===== src/rtl/demux_write_router_pkg.sv =====
// Shared definitions for the write router: target indices, FSM encoding,
// default timeout and the target-select decoder.
package demux_write_router_pkg;

    localparam int unsigned DEFAULT_TIMEOUT = 15;

    localparam logic [1:0] TGT_RAM   = 2'd0;
    localparam logic [1:0] TGT_IO    = 2'd1;
    localparam logic [1:0] TGT_TMR   = 2'd2;
    localparam logic [1:0] TGT_SPARE = 2'd3;

    typedef enum logic {
        ST_IDLE = 1'b0,
        ST_WAIT = 1'b1
    } state_t;

    // Decode a 2-bit target index into the one-hot strobe vector.
    function automatic logic [3:0] tgt_onehot(input logic [1:0] sel);
        logic [3:0] oh;
        case (sel)
            TGT_RAM:   oh = 4'b0001;
            TGT_IO:    oh = 4'b0010;
            TGT_TMR:   oh = 4'b0100;
            TGT_SPARE: oh = 4'b1000;
            default:   oh = 4'b0000;
        endcase
        return oh;
    endfunction

endpackage


===== src/rtl/demux_write_router_wait_timer.sv =====
// Wait-state counter for an outstanding write. Counts enabled cycles from
// zero and saturates at TIMEOUT-1, where expire is raised; it never wraps.
module wait_timer
    import demux_write_router_pkg::*;
#(
    parameter int unsigned TIMEOUT = DEFAULT_TIMEOUT
) (
    input  logic clk,
    input  logic rst_n,
    input  logic clear,
    input  logic enable,
    output logic expire
);

    localparam int unsigned CW = $clog2(TIMEOUT + 1);
    localparam logic [CW-1:0] LAST = CW'(TIMEOUT - 1);
    localparam logic [CW-1:0] ONE  = CW'(1);

    logic [CW-1:0] count_r;

    // Wait counter: clear on a new write, advance while waiting, hold at LAST.
    always_ff @(posedge clk or negedge rst_n) begin
        if (!rst_n) begin
            count_r <= {CW{1'b0}};
        end else if (clear) begin
            count_r <= {CW{1'b0}};
        end else if (enable && (count_r != LAST)) begin
            count_r <= count_r + ONE;
        end else begin
            count_r <= count_r;
        end
    end

    assign expire = (count_r == LAST);

endmodule


===== src/rtl/demux_write_router.sv =====
// Single-source, four-sink write router. A request is captured while idle,
// strobed to the target chosen by the two top address bits, and held until
// that target acknowledges or the wait timer expires.
module demux_write_router
    import demux_write_router_pkg::*;
#(
    parameter int unsigned TIMEOUT = DEFAULT_TIMEOUT,
    parameter int unsigned DW      = 32
) (
    input  logic          clk,
    input  logic          rst_n,
    input  logic          req,
    input  logic [DW-1:0] addr,
    input  logic [DW-1:0] dat_in,
    output logic          busy,
    output logic [3:0]    wr_en,
    output logic [DW-1:0] addr_out,
    output logic [DW-1:0] dat_out,
    input  logic [3:0]    ack,
    output logic          done,
    output logic          err
);

    state_t     state_r;
    logic [1:0] sel_r;
    logic       ack_sel_s;
    logic       expire_s;
    logic       tmr_clear_s;
    logic       tmr_enable_s;

    // Only the selected target's acknowledge matters; the rest are ignored.
    assign ack_sel_s    = ack[sel_r];
    assign tmr_clear_s  = (state_r == ST_IDLE) && req;
    assign tmr_enable_s = (state_r == ST_WAIT) && !ack_sel_s;
    assign busy         = (state_r == ST_WAIT);

    wait_timer #(
        .TIMEOUT (TIMEOUT)
    ) u_wait_timer (
        .clk    (clk),
        .rst_n  (rst_n),
        .clear  (tmr_clear_s),
        .enable (tmr_enable_s),
        .expire (expire_s)
    );

    // Strobe decodes straight from registered state so reset drops it at once.
    always_comb begin
        if (state_r == ST_WAIT) begin
            wr_en = tgt_onehot(sel_r);
        end else begin
            wr_en = 4'b0000;
        end
    end

    // Request/acknowledge FSM with registered completion pulses and payload.
    always_ff @(posedge clk or negedge rst_n) begin
        if (!rst_n) begin
            state_r  <= ST_IDLE;
            sel_r    <= TGT_RAM;
            addr_out <= {DW{1'b0}};
            dat_out  <= {DW{1'b0}};
            done     <= 1'b0;
            err      <= 1'b0;
        end else begin
            done <= 1'b0;
            err  <= 1'b0;
            case (state_r)
                ST_IDLE: begin
                    if (req) begin
                        addr_out <= addr;
                        dat_out  <= dat_in;
                        sel_r    <= addr[DW-1 -: 2];
                        state_r  <= ST_WAIT;
                    end else begin
                        state_r  <= ST_IDLE;
                    end
                end
                ST_WAIT: begin
                    // Acknowledge takes priority over a simultaneous expiry.
                    if (ack_sel_s) begin
                        state_r <= ST_IDLE;
                        done    <= 1'b1;
                    end else if (expire_s) begin
                        state_r <= ST_IDLE;
                        err     <= 1'b1;
                    end else begin
                        state_r <= ST_WAIT;
                    end
                end
                default: begin
                    state_r <= ST_IDLE;
                end
            endcase
        end
    end

endmodule


===== config.mk =====
export PLATFORM = sky130hd
export DESIGN_NAME = demux_write_router
export DESIGN_NICKNAME = d
export VERILOG_FILES = /design/src/rtl/demux_write_router_pkg.sv /design/src/rtl/demux_write_router_wait_timer.sv /design/src/rtl/demux_write_router.sv
export SDC_FILE = /design/constraint.sdc
export NUM_CORES = 1
export LEC_CHECK = 0
export ABC_AREA = 1
export CORE_MARGIN = 2
export CORE_UTILIZATION = 43
export CTS_BUF_LIST = sky130_fd_sc_hd__clkbuf_8 sky130_fd_sc_hd__clkbuf_16
export DETAILED_ROUTE_END_ITERATION = 7
export PLACE_DENSITY = 0.85
export RECOVER_POWER = 100
export SETUP_SLACK_MARGIN = 0.15
export SLEW_MARGIN = 15
export SYNTH_ARGS = -nofsm -noshare
export SYNTH_HDL_FRONTEND = slang
export SYNTH_SLANG_ARGS = --single-unit

===== constraint.sdc =====
create_clock -name clk -period 2.59 [get_ports clk]
set_input_delay 0.518 -clock clk [delete_from_list [all_inputs] [get_ports clk]]
set_output_delay 0.518 -clock clk [all_outputs]
set_load 0.01 [all_outputs]

==> results of run 1 <==
[cells by family (layout without fill, tap and decap cells)]
group	Yosys count	count (layout)	share of synthesized area, %
adder cells (fa/ha/maj)	2	2	0.881
AO/OA/AOI/OAI	2	2	0.352
flip-flops	71	71	62.5
buffers and inverters	22	169	4.98
XOR/XNOR	1	1	0.308
AND/OR/NAND/NOR	224	224	31.0
[power groups by stage]
stage | Clock [W] | Combinational [W] | Sequential, W
after detailed placement | 0 | 0.00246 | 0.00202
after floorplan | 0 | 0.000832 | 0.00224
after global placement | 0 | 0.00240 | 0.00201
after global routing | 0.000853 | 0.00245 | 0.00207
after CTS | 0.000798 | 0.00247 | 0.00202
final | 0.000770 | 0.00222 | 0.00199
[through the flow]
step	total power, W	setup slack (ns)
finish	0.00497	0.314
floorplan	0.00307	1.20
CTS	0.00529	0.390
global route	0.00537	0.179
global placement	0.00441	0.683
detailed placement	0.00449	0.659
[flip-flops by register name (all words and copies together) (netlist names)]
signal / flops
dat_out: 32
u_wait_timer.count_r: 4
busy: 1
addr_out: 32
done: 1
err: 1
[final cells by class]
class | count | area (um^2) | share of cell area [%]
timing repair buffer | 145 | 1440 | 32.5
sequential | 71 | 1780 | 40.1
clock buffer | 10 | 138 | 3.10
multi-input combinational | 229 | 916 | 20.7
tap | 77 | 96.3 | 2.17
clock inverter | 6 | 37.5 | 0.847
inverter | 8 | 30.0 | 0.677
[per-layer routing]
metal	GRT usage [%]	up-vias	wire length (um)
met4	5.77	0	70
met1	25.7	1162	2920
met5	0	-	0
li1	-	1269	-
met3	6.42	8	516
met2	34.4	87	3540
[critical path, delay by kind of cell, from the launching register on]
| family | cells | cell delay (ns) |
|---|---|---|
| flops | 1 | 0.49 |
| simple gates | 1 | 0.14 |
| buf+inv | 2 | 0.80 |
[path summary, 6_finish.rpt]
| check | slack, ns | depth (start not counted) | end |
|---|---|---|---|
| worst max register to register | 0.48 | 7 | u_wait_timer.count_r[2] |
| worst max-delay path | 0.31 | 3 | wr_en[2] |
| max in group asynchronous | 1.16 | 2 | addr_out[17] |
| min in group clk | 0.47 | 2 | dat_out[19] |
| worst min register to register | 0.47 | 2 | dat_out[19] |
| worst min-delay path | 0.25 | 1 | addr_out[30] |
[cells in the final DEF (no fill, tap or decap), types with 2 or more instances in the layout]
cell / netlist / layout
nand2_1: 201 / 201
dfrtp_1: 71 / 71
dlygate4sd3_1: 0 / 71
clkdlybuf4s50_1: 0 / 69
clkbuf_8: 0 / 10
nand3_1: 9 / 9
inv_1: 5 / 8
nand4_1: 5 / 5
nor3_1: 4 / 4
nor2_1: 3 / 4
clkbuf_2: 0 / 3
o21ai_0: 2 / 2
ha_1: 2 / 2
clkinv_2: 0 / 2
clkinvlp_4: 0 / 2
==> results.cfg, run 1 <==
[floorplan]
die_w_um = 85.3
design.core.area_um2 = 6390
dieArea_um2 = 7270
start_util_pct = 44.5
num_io_pins = 142
row_count = 29
die_height_um = 85.3

[sta]
setup-tns-final_ns = 0
fin_crit_sh_pct = 87.9
timing.fmax_ghz = 0.439
worst_hold_slack_ns = 0.247
timing.final.crit_period_ns = 2.28
hold_viol = 0
slew_headroom_pct = 14.7
drv_slew = 0
skew_ns = 0.00849
rsz0062_at_grt = false
worstMarginPinSlew_ns = 1.28
setup_viol = 0

[layout]
area_growth_pct = 56.1
fin_area_um2 = 4430
finalNonFillerCells = 546
nNetsFinal = 537
nFillCells = 519
final_util_pct = 69.4
drive_above_1_share_pct = 4.48
antenna_cells = 0

[clock_network]
clk_pin_slew_ns = 0.08
cts_sinks = 71
clk_latency_ns = 0.33
cts-htree-levels = 3
postCtsSetupRepairBufs = 0
cts_resized = 0
cts_root_buf = clkbuf_8
cts_buffers = 9
cts_buffer_depth = 2
hold_buffers = 0
tritoncts = yes

[synthesis]
synth_area_leaders = dfrtp_1 (63%), nand2_1 (27%), buf_6 (2.0%)
synth_cell_types = 16
synth_edf_count = 0
synthTopCellsByCount = nand2_1 (201), dfrtp_1 (71), nand3_1 (9)
synth_top_area_share_pct = 62.5
synth_seq_cells = 71
yosysMostFrequentCell = nand2_1
syn_area_um2 = 2840
syn_inst = 322
ys_seq_area_share_pct = 62.5
syn_nets = 395
ys.flop_type = dfrtp_1
synth.avg_cell_area_um2 = 8.82
ys_async_sr_fraction_pct = 100
synth_warnings = 0
synth_top_area_cell = dfrtp_1

[global_route]
grt_overflow = 0
antenna_found_initial = 0
first_global_vias = 2522
grt_pass1_wl_um = 11900
grt_max_degree = 68
grt_usage_pct = 20.5

[worst_setup_path]
crit_path_top_delay_cell = dlygate4sd3_1
critPathKind = reg2out
slowest_delay_ns = 0.63
worstSetupStartpoint = busy
required_ns = 2.07
critPathMaxFanout = 8
crit_path_end_kind = output pin
crit_chain = inv_1 > nor3_1 > dlygate4sd3_1
crit_arrival_ns = 1.76
cp-start-kind = flip-flop
worst_r2r_startpoint = busy

[route]
vias = 2526
viasPerCell = 4.63
routedWlPerCell_um = 12.9
routed_wl_um = 7050
drtPass1Iterations = 6
drtAntennaViolNets = 0
route.detailed.drc = 0
drtIter0Drc = 89

[pwr]
p_sw_w = 0.00184
power_frac_seq_pct = 40.0
power.density_nw_per_um2 = 1120
p_comb_share_pct = 44.6
swShare_pct = 37.1
clkPwrFrac_pct = 15.5
peakVddDrop_v = 0.000677
intPower_w = 0.00313
leakagePower_nw = 2.29

[placed_design]
dp_cells = 530
port_buffers = 141
dp.final_hpwl_um = 5090
routabilityCongestion = 0.824
place_area_um2 = 4280

[min_path]
worstHoldPathType = in2async

[job]
cap_violations = 0

[run_status]
status = complete, no violations
Power figures use the tool's default switching activity.
==> inputs of run 2 (changes only) <==
--- a/config.mk
+++ b/config.mk
@@ -6,6 +6,7 @@
 export NUM_CORES = 1
 export LEC_CHECK = 0
 export ABC_AREA = 1
+export CORE_ASPECT_RATIO = 1.25
 export CORE_MARGIN = 2
 export CORE_UTILIZATION = 43
 export CTS_BUF_LIST = sky130_fd_sc_hd__clkbuf_8 sky130_fd_sc_hd__clkbuf_16
==> run 2 against run 1 <==
The run now ends with max-capacitance violations, max-slew violations left. Register-to-register slack gained 0.03 ns. Clock-buffer cell count shrank 1. Critical path depth is the same. Worst hold slack gained 0.23 ns. Sequential share of layout area shrank 0.83 points. Clock power grew 39%. Core utilization grew 0.42 points. Critical endpoint is now wr_en[1].
==> results.cfg, run 2 (synthesis gave the netlist of run 1 again) <==
[run_status]
status = finished, violations left
violations = max-capacitance violations, max-slew violations

[worst_setup_path]
critPathKind = reg2out
crit_path_end_kind = output pin
cp-start-kind = flip-flop
critPathMaxFanout = 8
reg2reg_to = dat_out[18]
worstSetupStartpoint = busy
required_ns = 2.07
rr_worst_depth = 6
crit_arrival_ns = 1.81
worst_r2r_startpoint = busy
r2r_slack_ns = 0.51

[global_route]
grt_usage_pct = 21.9
grt_max_degree = 38
first_global_vias = 2674
grt_pass1_wl_um = 12400
antenna_found_initial = 0
grt_overflow = 0

[sta]
fin_crit_sh_pct = 89.8
hold_viol = 0
rsz0062_at_grt = false
timing.final.crit_period_ns = 2.33
skew_ns = 0.0133
drv_slew = 35
worstMarginPinSlew_ns = 1.87
setup-tns-final_ns = 0
timing.fmax_ghz = 0.430
setup_viol = 0
slew_headroom_pct = -24.5
worst_hold_slack_ns = 0.480

[layout]
fin_area_um2 = 4530
nFillCells = 521
layout_common_cells = nand2_1 (202), dfrtp_1 (71), dlygate4sd3_1 (71)
area_growth_pct = 59.4
nNetsFinal = 539
finalNonFillerCells = 558
drive_above_1_share_pct = 4.88
antenna_cells = 0
reg.largest.list = addr_out (32), dat_out (32), u_wait_timer.count_r (4)
mostFrequentLayoutCell = nand2_1

[route]
wl_met2_um = 4140
routed_wl_um = 7740
routedWlPerCell_um = 13.9
vias = 2645
met1_length_um = 3030
routed.top_layer = met4
viasPerCell = 4.74
drtIter0Drc = 173
dr_wl_met3_um = 371
drtAntennaViolNets = 0
drtPass1Iterations = 4
route.detailed.drc = 0

[placed_design]
place_area_um2 = 4300
port_buffers = 141
dp_cells = 542
dp.final_hpwl_um = 5670
routabilityCongestion = 0.761

[clock_network]
cts_buffer_depth = 2
cts_resized = 0
hold_buffers = 0
cts_sinks = 71
postCtsSetupRepairBufs = 0
clk_pin_slew_ns = 0.09
tritoncts = yes
cts-htree-levels = 3
clk_latency_ns = 0.34
cts_root_buf = clkbuf_8
cts_buffers = 9

[floorplan]
dieArea_um2 = 7280
design.core.area_um2 = 6480
die_height_um = 94.9
num_io_pins = 142
start_util_pct = 43.8
row_count = 33
die_w_um = 76.7

[min_path]
hp-start = dat_out[2]
worstHoldPathType = reg2reg
holdPathStages = 2
whs_endpoint = dat_out[2]

[pwr]
peakVddDrop_v = 0.000601
leakagePower_nw = 2.34
power_w = 0.00531
power.density_nw_per_um2 = 1170

[job]
cap_violations = 1
-- run 2: worst max path at each step --
stage	endpoint	slack (ns)	cells past startpoint
2_1_floorplan	wr_en[3]	1.20	2
3_3_place_gp	dat_out[1]	0.72	6
3_5_place_dp	dat_out[18]	0.66	6
4_1_cts	wr_en[1]	0.35	3
5_1_grt	wr_en[0]	0.15	3
6_report	wr_en[1]	0.26	3
-- run 2: power breakdown --
group / internal (W) / switching, W / total [W] / leakage [nW]
sequential: 0.00165 / 0.000351 / 0.00200 / 0.880
combinational: 0.00110 / 0.00114 / 0.00224 / 1.34
clock: 0.000643 / 0.000428 / 0.00107 / 0.120
total: 0.00340 / 0.00192 / 0.00531 / 2.34
-- run 2: per-layer routing --
metal,vias up,GRT usage (%)
met5,-,0
met3,17,4.02
met2,94,39.3
met4,0,10.5
met1,1262,25.2
li1,1272,-
-- run 2: layout make-up --
type / instances / area [um^2] / area share (%)
Sequential cell: 71 / 1780 / 39.2
Timing Repair Buffer: 147 / 1460 / 32.1
Multi-Input combinational cell: 229 / 913 / 20.2
Clock buffer: 9 / 124 / 2.74
Clock inverter: 7 / 120 / 2.65
Tap cell: 87 / 109 / 2.40
Inverter: 8 / 30.0 / 0.663
-- run 2: worst max-delay path: stages (launching register included) --
cell,delay (ns)
dfrtp_1,0.50
inv_1,0.17
nor3_1,0.17
dlygate4sd3_1,0.63
-- run 2: metrics by stage --
step	setup WS (ns)	utilization [%]
global route	0.154	69.9
global placement	0.719	66.4
detailed placement	0.659	66.4
floorplan	1.20	-
CTS	0.354	70.1
finish	0.264	69.9
